==> src/rtl/usb_rx_pkt_ctrl.sv <==
// usb_rx_pkt_ctrl
//   Packet sequencer on the read side of the USB receiver byte FIFO. Pops
//   bytes, validates the PID, decodes token address/endpoint, forwards DATA
//   payload through a 2-byte delay buffer so that the CRC16 trailer is never
//   forwarded, checks CRC5/CRC16 and reports one pkt_done pulse per packet.
// Ports
//   clk, rst          clock, synchronous active-high reset
//   r_data, empty     FIFO head byte / FIFO empty
//   rcving, r_error   receiver in-packet flag / receiver framing error
//   r_enable          pop FIFO head at this edge
//   pid, kind, err    packet status, updated with pkt_done
//   tok_addr/endp     token fields, updated with pkt_done
//   d_byte, d_wr      payload byte stream, d_count bytes so far
//   pkt_done          1-cycle end-of-packet strobe
module usb_rx_pkt_ctrl #(
  parameter int MAX_DATA = 64
) (
  input  logic       clk,
  input  logic       rst,
  input  logic [7:0] r_data,
  input  logic       empty,
  input  logic       rcving,
  input  logic       r_error,
  output logic       r_enable,
  output logic [3:0] pid,
  output logic [6:0] tok_addr,
  output logic [3:0] tok_endp,
  output logic [7:0] d_byte,
  output logic       d_wr,
  output logic [6:0] d_count,
  output logic       pkt_done,
  output logic [1:0] kind,
  output logic [3:0] err
);

  localparam logic [6:0] MAX_CNT = 7'(MAX_DATA);

  typedef enum logic [3:0] {
    S_IDLE, S_PID, S_TOK1, S_TOK2, S_DATA, S_HEND, S_TEND, S_DRAIN, S_DONE
  } state_t;

  state_t      state;
  logic [3:0]  pid_q;
  logic [1:0]  kind_q;
  logic        rx_e, len_e, crc_e, pid_e;
  logic [7:0]  byte1_q;
  logic [6:0]  addr_q;
  logic [3:0]  endp_q;
  logic [4:0]  crc5;
  logic [15:0] crc16;
  logic [7:0]  buf_old, buf_new;
  logic [1:0]  nbuf;
  logic        pop_state;
  logic        pkt_end;

  // Serial CRCs, bits taken LSB first.
  function automatic logic [4:0] crc5_byte(input logic [4:0] c, input logic [7:0] d);
    logic [4:0] r;
    r = c;
    for (int i = 0; i < 8; i++)
      r = (r[4] ^ d[i]) ? ({r[3:0], 1'b0} ^ 5'h05) : {r[3:0], 1'b0};
    return r;
  endfunction

  function automatic logic [15:0] crc16_byte(input logic [15:0] c, input logic [7:0] d);
    logic [15:0] r;
    r = c;
    for (int i = 0; i < 8; i++)
      r = (r[15] ^ d[i]) ? ({r[14:0], 1'b0} ^ 16'h8005) : {r[14:0], 1'b0};
    return r;
  endfunction

  always_comb begin
    pop_state = 1'b0;
    case (state)
      S_PID, S_TOK1, S_TOK2, S_DATA, S_HEND, S_TEND, S_DRAIN: pop_state = 1'b1;
      default: pop_state = 1'b0;
    endcase
  end

  // Pop must act on the current head, so it is combinational; rst masks it.
  assign r_enable = !rst && !empty && pop_state;
  // rcving only counts once the FIFO has run dry.
  assign pkt_end  = !rcving && empty;

  always_ff @(posedge clk) begin
    if (rst) begin
      state    <= S_IDLE;
      pid      <= '0;
      tok_addr <= '0;
      tok_endp <= '0;
      d_byte   <= '0;
      d_wr     <= 1'b0;
      d_count  <= '0;
      pkt_done <= 1'b0;
      kind     <= 2'd3;
      err      <= '0;
      pid_q    <= '0;
      kind_q   <= 2'd3;
      {rx_e, len_e, crc_e, pid_e} <= '0;
      byte1_q  <= '0;
      addr_q   <= '0;
      endp_q   <= '0;
      crc5     <= 5'h1F;
      crc16    <= 16'hFFFF;
      buf_old  <= '0;
      buf_new  <= '0;
      nbuf     <= '0;
    end else begin
      d_wr     <= 1'b0;
      pkt_done <= 1'b0;
      if (state != S_IDLE && r_error) rx_e <= 1'b1;
      case (state)
        S_IDLE: if (!empty) begin
          state   <= S_PID;
          d_count <= '0;
          kind_q  <= 2'd3;
          {rx_e, len_e, crc_e, pid_e} <= '0;
          addr_q  <= '0;
          endp_q  <= '0;
          crc5    <= 5'h1F;
          crc16   <= 16'hFFFF;
          nbuf    <= '0;
        end
        S_PID: begin
          if (r_enable) pid_q <= r_data[3:0];
          if (r_error) state <= S_DRAIN;
          else if (r_enable) begin
            if (r_data[7:4] != ~r_data[3:0]) begin
              pid_e <= 1'b1;
              state <= S_DRAIN;
            end else begin
              case (r_data[3:0])
                4'h1, 4'h9, 4'hD, 4'h5: begin kind_q <= 2'd1; state <= S_TOK1; end
                4'h3, 4'hB:             begin kind_q <= 2'd2; state <= S_DATA; end
                4'h2, 4'hA, 4'hE:       begin kind_q <= 2'd0; state <= S_HEND; end
                default:                begin pid_e  <= 1'b1; state <= S_DRAIN; end
              endcase
            end
          end
        end
        S_TOK1: begin
          if (r_error) state <= S_DRAIN;
          else if (r_enable) begin
            byte1_q <= r_data;
            crc5    <= crc5_byte(crc5, r_data);
            state   <= S_TOK2;
          end else if (pkt_end) begin
            // token cut short by the receiver
            len_e <= 1'b1;
            state <= S_DONE;
          end
        end
        S_TOK2: begin
          if (r_error) state <= S_DRAIN;
          else if (r_enable) begin
            addr_q <= byte1_q[6:0];
            endp_q <= {r_data[2:0], byte1_q[7]};
            if (crc5_byte(crc5, r_data) != 5'b01100) crc_e <= 1'b1;
            state  <= S_TEND;
          end else if (pkt_end) begin
            len_e <= 1'b1;
            state <= S_DONE;
          end
        end
        S_DATA: begin
          if (r_error) state <= S_DRAIN;
          else if (r_enable) begin
            crc16   <= crc16_byte(crc16, r_data);
            buf_old <= buf_new;
            buf_new <= r_data;
            if (nbuf == 2'd2) begin
              // oldest byte is now known to be payload, not CRC
              if (d_count == MAX_CNT) begin
                len_e <= 1'b1;
                state <= S_DRAIN;
              end else begin
                d_byte  <= buf_old;
                d_wr    <= 1'b1;
                d_count <= d_count + 7'd1;
              end
            end else begin
              nbuf <= nbuf + 2'd1;
            end
          end else if (pkt_end) begin
            if (nbuf != 2'd2) len_e <= 1'b1;
            if (crc16 != 16'h800D) crc_e <= 1'b1;
            state <= S_TEND;
          end
        end
        S_HEND, S_TEND: begin
          if (r_enable) len_e <= 1'b1;
          else if (pkt_end) state <= S_DONE;
        end
        S_DRAIN: if (pkt_end) state <= S_DONE;
        S_DONE: begin
          pkt_done <= 1'b1;
          pid      <= pid_q;
          kind     <= kind_q;
          err      <= {rx_e | r_error, len_e, crc_e, pid_e};
          tok_addr <= addr_q;
          tok_endp <= endp_q;
          state    <= S_IDLE;
        end
        default: state <= S_IDLE;
      endcase
    end
  end

endmodule

==> config.mk <==
export PLATFORM = sky130hd
export DESIGN_NAME = usb_rx_pkt_ctrl
export DESIGN_NICKNAME = d
export VERILOG_FILES = /design/src/rtl/usb_rx_pkt_ctrl.sv
export SDC_FILE = /design/constraint.sdc
export NUM_CORES = 1
export LEC_CHECK = 0
export CORE_MARGIN = 2
export CORE_UTILIZATION = 55
export CTS_BUF_LIST = sky130_fd_sc_hd__clkbuf_16
export DETAILED_ROUTE_END_ITERATION = 10
export PLACE_DENSITY = 0.89
export SLEW_MARGIN = 20
export SYNTH_ARGS = -nofsm -noshare
export SYNTH_HDL_FRONTEND = slang
export SYNTH_SLANG_ARGS = --single-unit
==> constraint.sdc <==
create_clock -name clk -period 3.8 [get_ports clk]
set_input_delay 0.76 -clock clk [delete_from_list [all_inputs] [get_ports clk]]
set_output_delay 0.76 -clock clk [all_outputs]
set_load 0.005 [all_outputs]
# After elaboration in Yosys (flattened, before gate mapping)
# Cells that the tools add are included.
# Widths: inputs -> output; s select.
word_totals:
  wordCells: 253
  memories: 0
  ram_bits: 0
  romBits: 0
  out_inout_bits: 39
  latchBits: 0
  regBits: 110
op_classes:
  bitwise_logic: 39
  order_cmp: 0
  n_addsub: 2
  div: 0
  shifts: 0
  n_eq_ne: 55
  muxes: 96
  n_reduce_logical: 37
  multipliers: 0
op_table:
  columns: ["operator", "count"]
  rows:
  - ["$mux 16", 11]
  - ["$mux 4", 17]
  - ["$mux 7", 7]
  - ["$ne 2x2->1 const B", 22]
  - ["$pmux 16 s2", 1]
  - ["$mux 1", 28]
  - ["$pmux 4 s7", 1]
  - ["$pmux 7 s2", 2]
  - ["$mux 3", 9]
  - ["$eq 4x4->1 const B", 6]
  - ["$not 3->3", 8]
  - ["$eq 4x3->1 const B", 5]
  - ["$ne 3x3->1 const B", 6]
  - ["$reduce_and 6->1", 3]
  - ["$eq 4x2->1 const B", 4]
  - ["$mux 2", 8]
  - ["$ne 16x16->1 const B", 1]
  - ["$ne 4x4->1 const B", 4]
  - ["$not 2->2", 8]
  - ["$xor 1x1->1", 16]
  - ["$mux 5", 3]
  - ["$reduce_and 5->1", 3]
  - ["$reduce_and 4->1", 3]
  - ["$reduce_and 11->1", 1]
  - ["34 further kinds", 52]

# Logic depth before layout (Yosys ltp)
# Gate-level depths: netlist of the first run.
depth:
  ltp_word: 21
  depth_mapped: 8
  depth_no_buf: 8

# Least setup slack after synthesis of the first run
# Ideal clock, no wire load.
synth_timing:
  path_kind: "in2reg"
  from: "input r_data[6]"
  to: "register crc16[15]"
  stages: 7
  required_time_ns: 3.663
  setup_ns: 0.137
  t_arrival_ns: 2.153
  setup_slack_ns: 1.509
  path_cell_list: "buf_2 -> xnor2_2 -> xor2_1 -> xnor3_1 -> xnor2_2 -> xnor2_1 -> a31oi_1"
synth_between:
  elab_chain_cells: 7
synth_lines:
  columns: ["element", "line_no", "rtl"]
  rows:
  - ["from (decl)", "20", "input logic [7:0] r_data,"]
  - ["$xor 1x1->1", "69", "r = (r[15] ^ d[i]) ? ({r[14:0], 1'b0} ^ 16'h8005) : {r[14:0], 1'b0};"]
  - ["$mux 16", "69", null]
  - ["$xor 1x1->1", "69", null]
  - ["$mux 16", "69", null]
  - ["$mux 16", "168", "else if (r_enable) begin"]
  - ["$mux 16", "167", "if (r_error) state <= S_DRAIN;"]
  - ["$pmux 16 s2", "113", "case (state)"]
  - ["to (signal assigned)", "169", "crc16 <= crc16_byte(crc16, r_data);"]
  - ["to (decl)", "50", "logic [15:0] crc16;"]
# No other way between the ends. The select of a mux whose other input is x is not followed.
# A chain may end at the register's enable or synchronous reset.

# Worst setup path after layout of the first run
layout_timing:
  from: "input empty"
  to: "output r_enable"
layout_between:
  elab_chain_cells: 3
layout_lines:
  columns: ["element", "line_no", "rtl"]
  rows:
  - ["from (decl)", "21", "input logic empty,"]
  - ["$logic_not 1->1", null, null]
  - ["$logic_and 1x1->1 (2 in a row)", "82", "assign r_enable = !rst && !empty && pop_state;"]
  - ["to (decl)", "24", "output logic r_enable,"]
# No other way between the ends.

==> results of run 1 <==
## cell usage after synthesis, types with 3 or more instances
| cell type | instances |
|---|---|
| a31o_2 | 4 |
| nand2_1 | 100 |
| a31oi_1 | 5 |
| nor3_1 | 21 |
| nor2b_1 | 7 |
| mux2i_1 | 21 |
| xnor2_1 | 23 |
| inv_1 | 9 |
| nand4_1 | 5 |
| o21ai_0 | 22 |
| nor2_1 | 63 |
| ha_1 | 3 |
| buf_2 | 15 |
| a21oi_1 | 56 |
| a21o_1 | 3 |
| xnor2_2 | 4 |
| nand2b_1 | 16 |
| o21bai_1 | 9 |
| xor2_1 | 13 |
| and3_1 | 3 |
| clkbuf_1 | 30 |
| o22ai_1 | 6 |
| nand3_1 | 21 |
| dfxtp_1 | 110 |
| nand3b_1 | 5 |
## registers in the layout (all words and copies together), names as in the netlist, 4 cells and up
signal	flops
byte1_q	8
buf_new	8
pid_q	4
pid	4
addr_q	7
buf_old	8
crc5	5
d_count	7
err	4
d_byte	8
tok_endp	4
state	4
endp_q	4
crc16	16
tok_addr	7
## cells in the final DEF (no fill, tap or decap), types with 3 or more instances in the layout
cell type	count
a21o_1	3
xnor2_1	23
xor2_1	13
nand2b_1	16
nand2_1	100
a21oi_1	56
nor3_1	21
o22ai_1	6
ha_1	3
clkbuf_16	9
buf_4	7
xnor2_2	4
nand3b_1	5
clkdlybuf4s50_1	50
o21ai_0	22
a31oi_1	5
and3_1	3
nor2_1	63
nand3_1	21
inv_1	10
nor2b_1	7
a31o_2	4
mux2i_1	21
nand4_1	5
dfxtp_1	110
o21bai_1	9
## worst paths after layout
path | startpoint | endpoint | slack [ns] | cells after the start
setup reg to reg | state[0] | nbuf[0] | 1.13 | 6
hold / removal | len_e | err[2] | 0.45 | 2
hold reg to reg | len_e | err[2] | 0.45 | 2
setup / recovery | empty | r_enable | 0.49 | 5
## power groups by stage
stage | sequential [W] | combinational (W) | clock, W
after floorplan | 0.00128 | 0.000799 | 0
after global placement | 0.00137 | 0.000871 | 0
after detailed placement | 0.00137 | 0.000887 | 0
after CTS | 0.00134 | 0.000902 | 0.000925
after global routing | 0.00136 | 0.00100 | 0.000971
final | 0.00135 | 0.000916 | 0.000915
## worst register-to-register path: cells and delay by family (launching register included)
family / cells / cell delay, ns
AND/OR/NAND/NOR: 5 / 1.88
AO/OA/AOI/OAI: 1 / 0.17
flip-flops: 1 / 0.55
## cell families (layout without fill, tap and decap cells)
group / Yosys count / in the layout / share of synthesized area, %
AO/OA/AOI/OAI: 120 / 120 / 13.85
XOR/XNOR: 45 / 45 / 9.461
adder cells (fa/ha/maj): 3 / 3 / 0.7316
flip-flops: 110 / 110 / 42.92
AND/OR/NAND/NOR: 260 / 260 / 23.75
buffers and inverters: 57 / 83 / 4.755
multiplexers: 23 / 23 / 4.535
## through the flow
step | instance area (µm²) | std cells | hold slack [ns]
3_3_place_gp | 5618 | 739 | 0.4399
2_1_floorplan | 5131 | 618 | 0.4315
4_1_cts | 5912 | 755 | 0.4546
6_report | 5912 | 755 | 0.4541
5_1_grt | 5912 | 755 | 0.4645
3_5_place_dp | 5618 | 739 | 0.4433
## cell type report
type                    instances  area (µm²)  area share [%]
flip-flops and latches        110        2202           37.25
multi-input cells             451        2685           45.42
clock inverters                 7       68.82           1.164
inverters                       9       33.78          0.5714
clock buffers                   9       225.2           3.810
repair buffers                 58       558.0           9.439
well taps                     111       138.9           2.349
## per-layer routing
metal  track usage (%)  vias up  share of wire (%)
met1             31.18     2073                 44
met4             11.91        0                3.1
li1                  -     2125                  -
met5                 0        -                  0
met2             40.56      144                 48
met3             4.230       37                4.5
==> metrics.md, run 1 <==
| Metric | Value |
|---|---|
| Class of the worst hold path | `reg -> reg` |
| Placer congestion estimate | `0.9118` |
| Cells along the critical path | `clkdlybuf4s50_1 > nor2_1 > nand2_1 > nor2_1 > clkdlybuf4s50_1` |
| Worst setup SP type | `primary input` |
| Cell row count | `35` |
| Core area | `just over 9000 µm²` |
| Number of synthesized flops with an enable pin | `0` |
| Crit-path max cell delay | `between 0.6 and 0.7 ns` |
| Post-synth top area cell | `dfxtp_1` |
| Final critical-path share of the clock period | `approximately 87%` |
| Number of endpoints failing setup at the final stage | `0` |
| Starting Density | `between 50% and 60%` |
| Count of H-tree levels built during CTS | `3` |
| Worst setup slack before clock tree synthesis | `between 0.5 and 0.6 ns` |
| Number of detailed-route iterations in the first pass | `5` |
| Transition time at the pin with the least slew margin | `0.9215 ns` |
| Area growth, synth to finish | `15.22%` |
| Proportion of register bits with asynchronous set or reset after synthesis | `0%` |
| Post-DP HPWL | `between 8000 and 9000 µm` |
| Post-synthesis cell type count | `56` |
| Number of buffers inserted to repair setup after CTS | `0` |
| GRT Residual Overflow | `0` |
| Netlist area before placement | `5131 µm²` |
| Bufs on Longest Clock Path | `2` |
| Final ANT Viol Nets | `0` |
| Vertical extent of the die | `100.6 µm` |
| Count of synthesis-stage warnings from yosys | `0` |
| ANT cells | `0` |
| Maximum frequency from static timing analysis | `302.4 MHz` |
| Vias | `about 4400` |
| Setup CP Type | `in -> out` |
| DRC Markers | `0` |
| Total number of nets in the final design | `~660` |
| Max_slew headroom | `just under 40%` |
| Number of fill cells in the layout | `around 700` |
| Leak Pwr | `around 2.1 nW` |
| Pin count of the biggest net entering global routing | `72` |
| First-pass GRT wire length | `roughly 20000 µm` |
| Total power of the final layout | `0.003177 W` |
| Worst Setup End Kind | `primary output` |
| Number of antenna violations at the first check in global routing | `0` |
| Width of the die | `100.6 µm` |
| P_sw | `between 0.001 and 0.0015 W` |
| Yosys reg bits | `110` |
| Number of buffers and inverters on the critical path | `2` |
| Mean instance size in the synthesized netlist | `8.303 µm²` |
| Share of the yosys chip area belonging to registers | `42.92%` |
| Post-synth top area share | `42.92%` |
| Number of cells upsized or downsized after cts | `0` |
| Data arrival time of the critical path | `between 2 and 3 ns` |
| Combinational share of power | `between 20 and 30%` |
| Internal power component | `0.002055 W` |
| Total count of hold-check failures in the final report | `0` |
| Clock share of power | `roughly 29%` |
| Quantity of I/O buffers inserted on ports | `between 50 and 60` |
| Setup repair after global routing missed its margin | `no` |
| Synthesized instance count | `between 600 and 700` |
| Worst setup slack after layout | `0.4929 ns` |
| I/O pin count | `52` |
| WL final | `12030 µm` |
| Die outline area | `10120 µm²` |
| TritonCTS clock tree | `yes` |
| Ranking of synthesized cells by area | `dfxtp_1, nand2_1, a21oi_1` |
| Fraction of layout cells with a size suffix above 1 | `6.832%` |
| Share of the core filled with cells | `64.59%` |
| Tot GR Track Use | `about a quarter` |
| Pins over their slew limit | `0` |
| Synth Flop Type | `dfxtp_1` |
| Largest clock skew in the final design | `0.007318 ns` |
| Max VDD drop | `just under 0.3 mV` |
| Vias in the first global route | `approximately 4300` |
| Number of clock sinks | `110` |
| Count of maximum capacitance violations | `0` |
| Switching share of power | `35.30%` |
| Register clock-pin slew on the reported worst setup and hold paths | `about 0.080 ns` |
| Post-Synthesis Net Count | `634` |
| Fin crit period | `roughly 3.3 ns` |
| WP data required | `between 3 and 4 ns` |
| Average detailed-routed wire length per instance | `roughly 16 µm` |
| Root buffer selected by CTS | `clkbuf_16` |
| Worst-path maximum fanout | `11` |
| Drt first-iter violations | `244` |
| Sequential cell fraction of total power | `between 40 and 50%` |
| Crit-path leading delay family | `buffers and inverters` |
| Number of vias per cell | `around 5.8` |
| Final-layout setup total negative slack | `0 ns` |
| Run status | `completed` |
| Cell type of the slowest stage on the worst timing path | `clkdlybuf4s50_1` |
| Number of buffers added by the clock tree synthesis step | `9` |
| Worst skew pair latency | `~0.35 ns` |
| Total power density per cell area | `537.3 nW/µm²` |
| Count of hold buffers inserted by post-cts repair | `0` |
Power figures use the tool's default switching activity.
==> inputs of run 2 (changes only) <==
--- a/config.mk
+++ b/config.mk
@@ -8,7 +8,9 @@
 export CORE_MARGIN = 2
 export CORE_UTILIZATION = 55
 export CTS_BUF_LIST = sky130_fd_sc_hd__clkbuf_16
+export CTS_CLUSTER_SIZE = 30
 export DETAILED_ROUTE_END_ITERATION = 10
+export HOLD_SLACK_MARGIN = 0.15
 export PLACE_DENSITY = 0.89
 export SLEW_MARGIN = 20
 export SYNTH_ARGS = -nofsm -noshare
==> results of run 2 <==
Final layout, timing and power as in run 1 (identical DEF).
==> inputs of run 3 (changes only) <==
--- a/config.mk
+++ b/config.mk
@@ -12,6 +12,7 @@
 export DETAILED_ROUTE_END_ITERATION = 10
 export HOLD_SLACK_MARGIN = 0.15
 export PLACE_DENSITY = 0.89
+export SKIP_CTS_REPAIR_TIMING = 1
 export SLEW_MARGIN = 20
 export SYNTH_ARGS = -nofsm -noshare
 export SYNTH_HDL_FRONTEND = slang
==> results of run 3 <==
Final layout, timing and power as in run 1 (identical DEF).
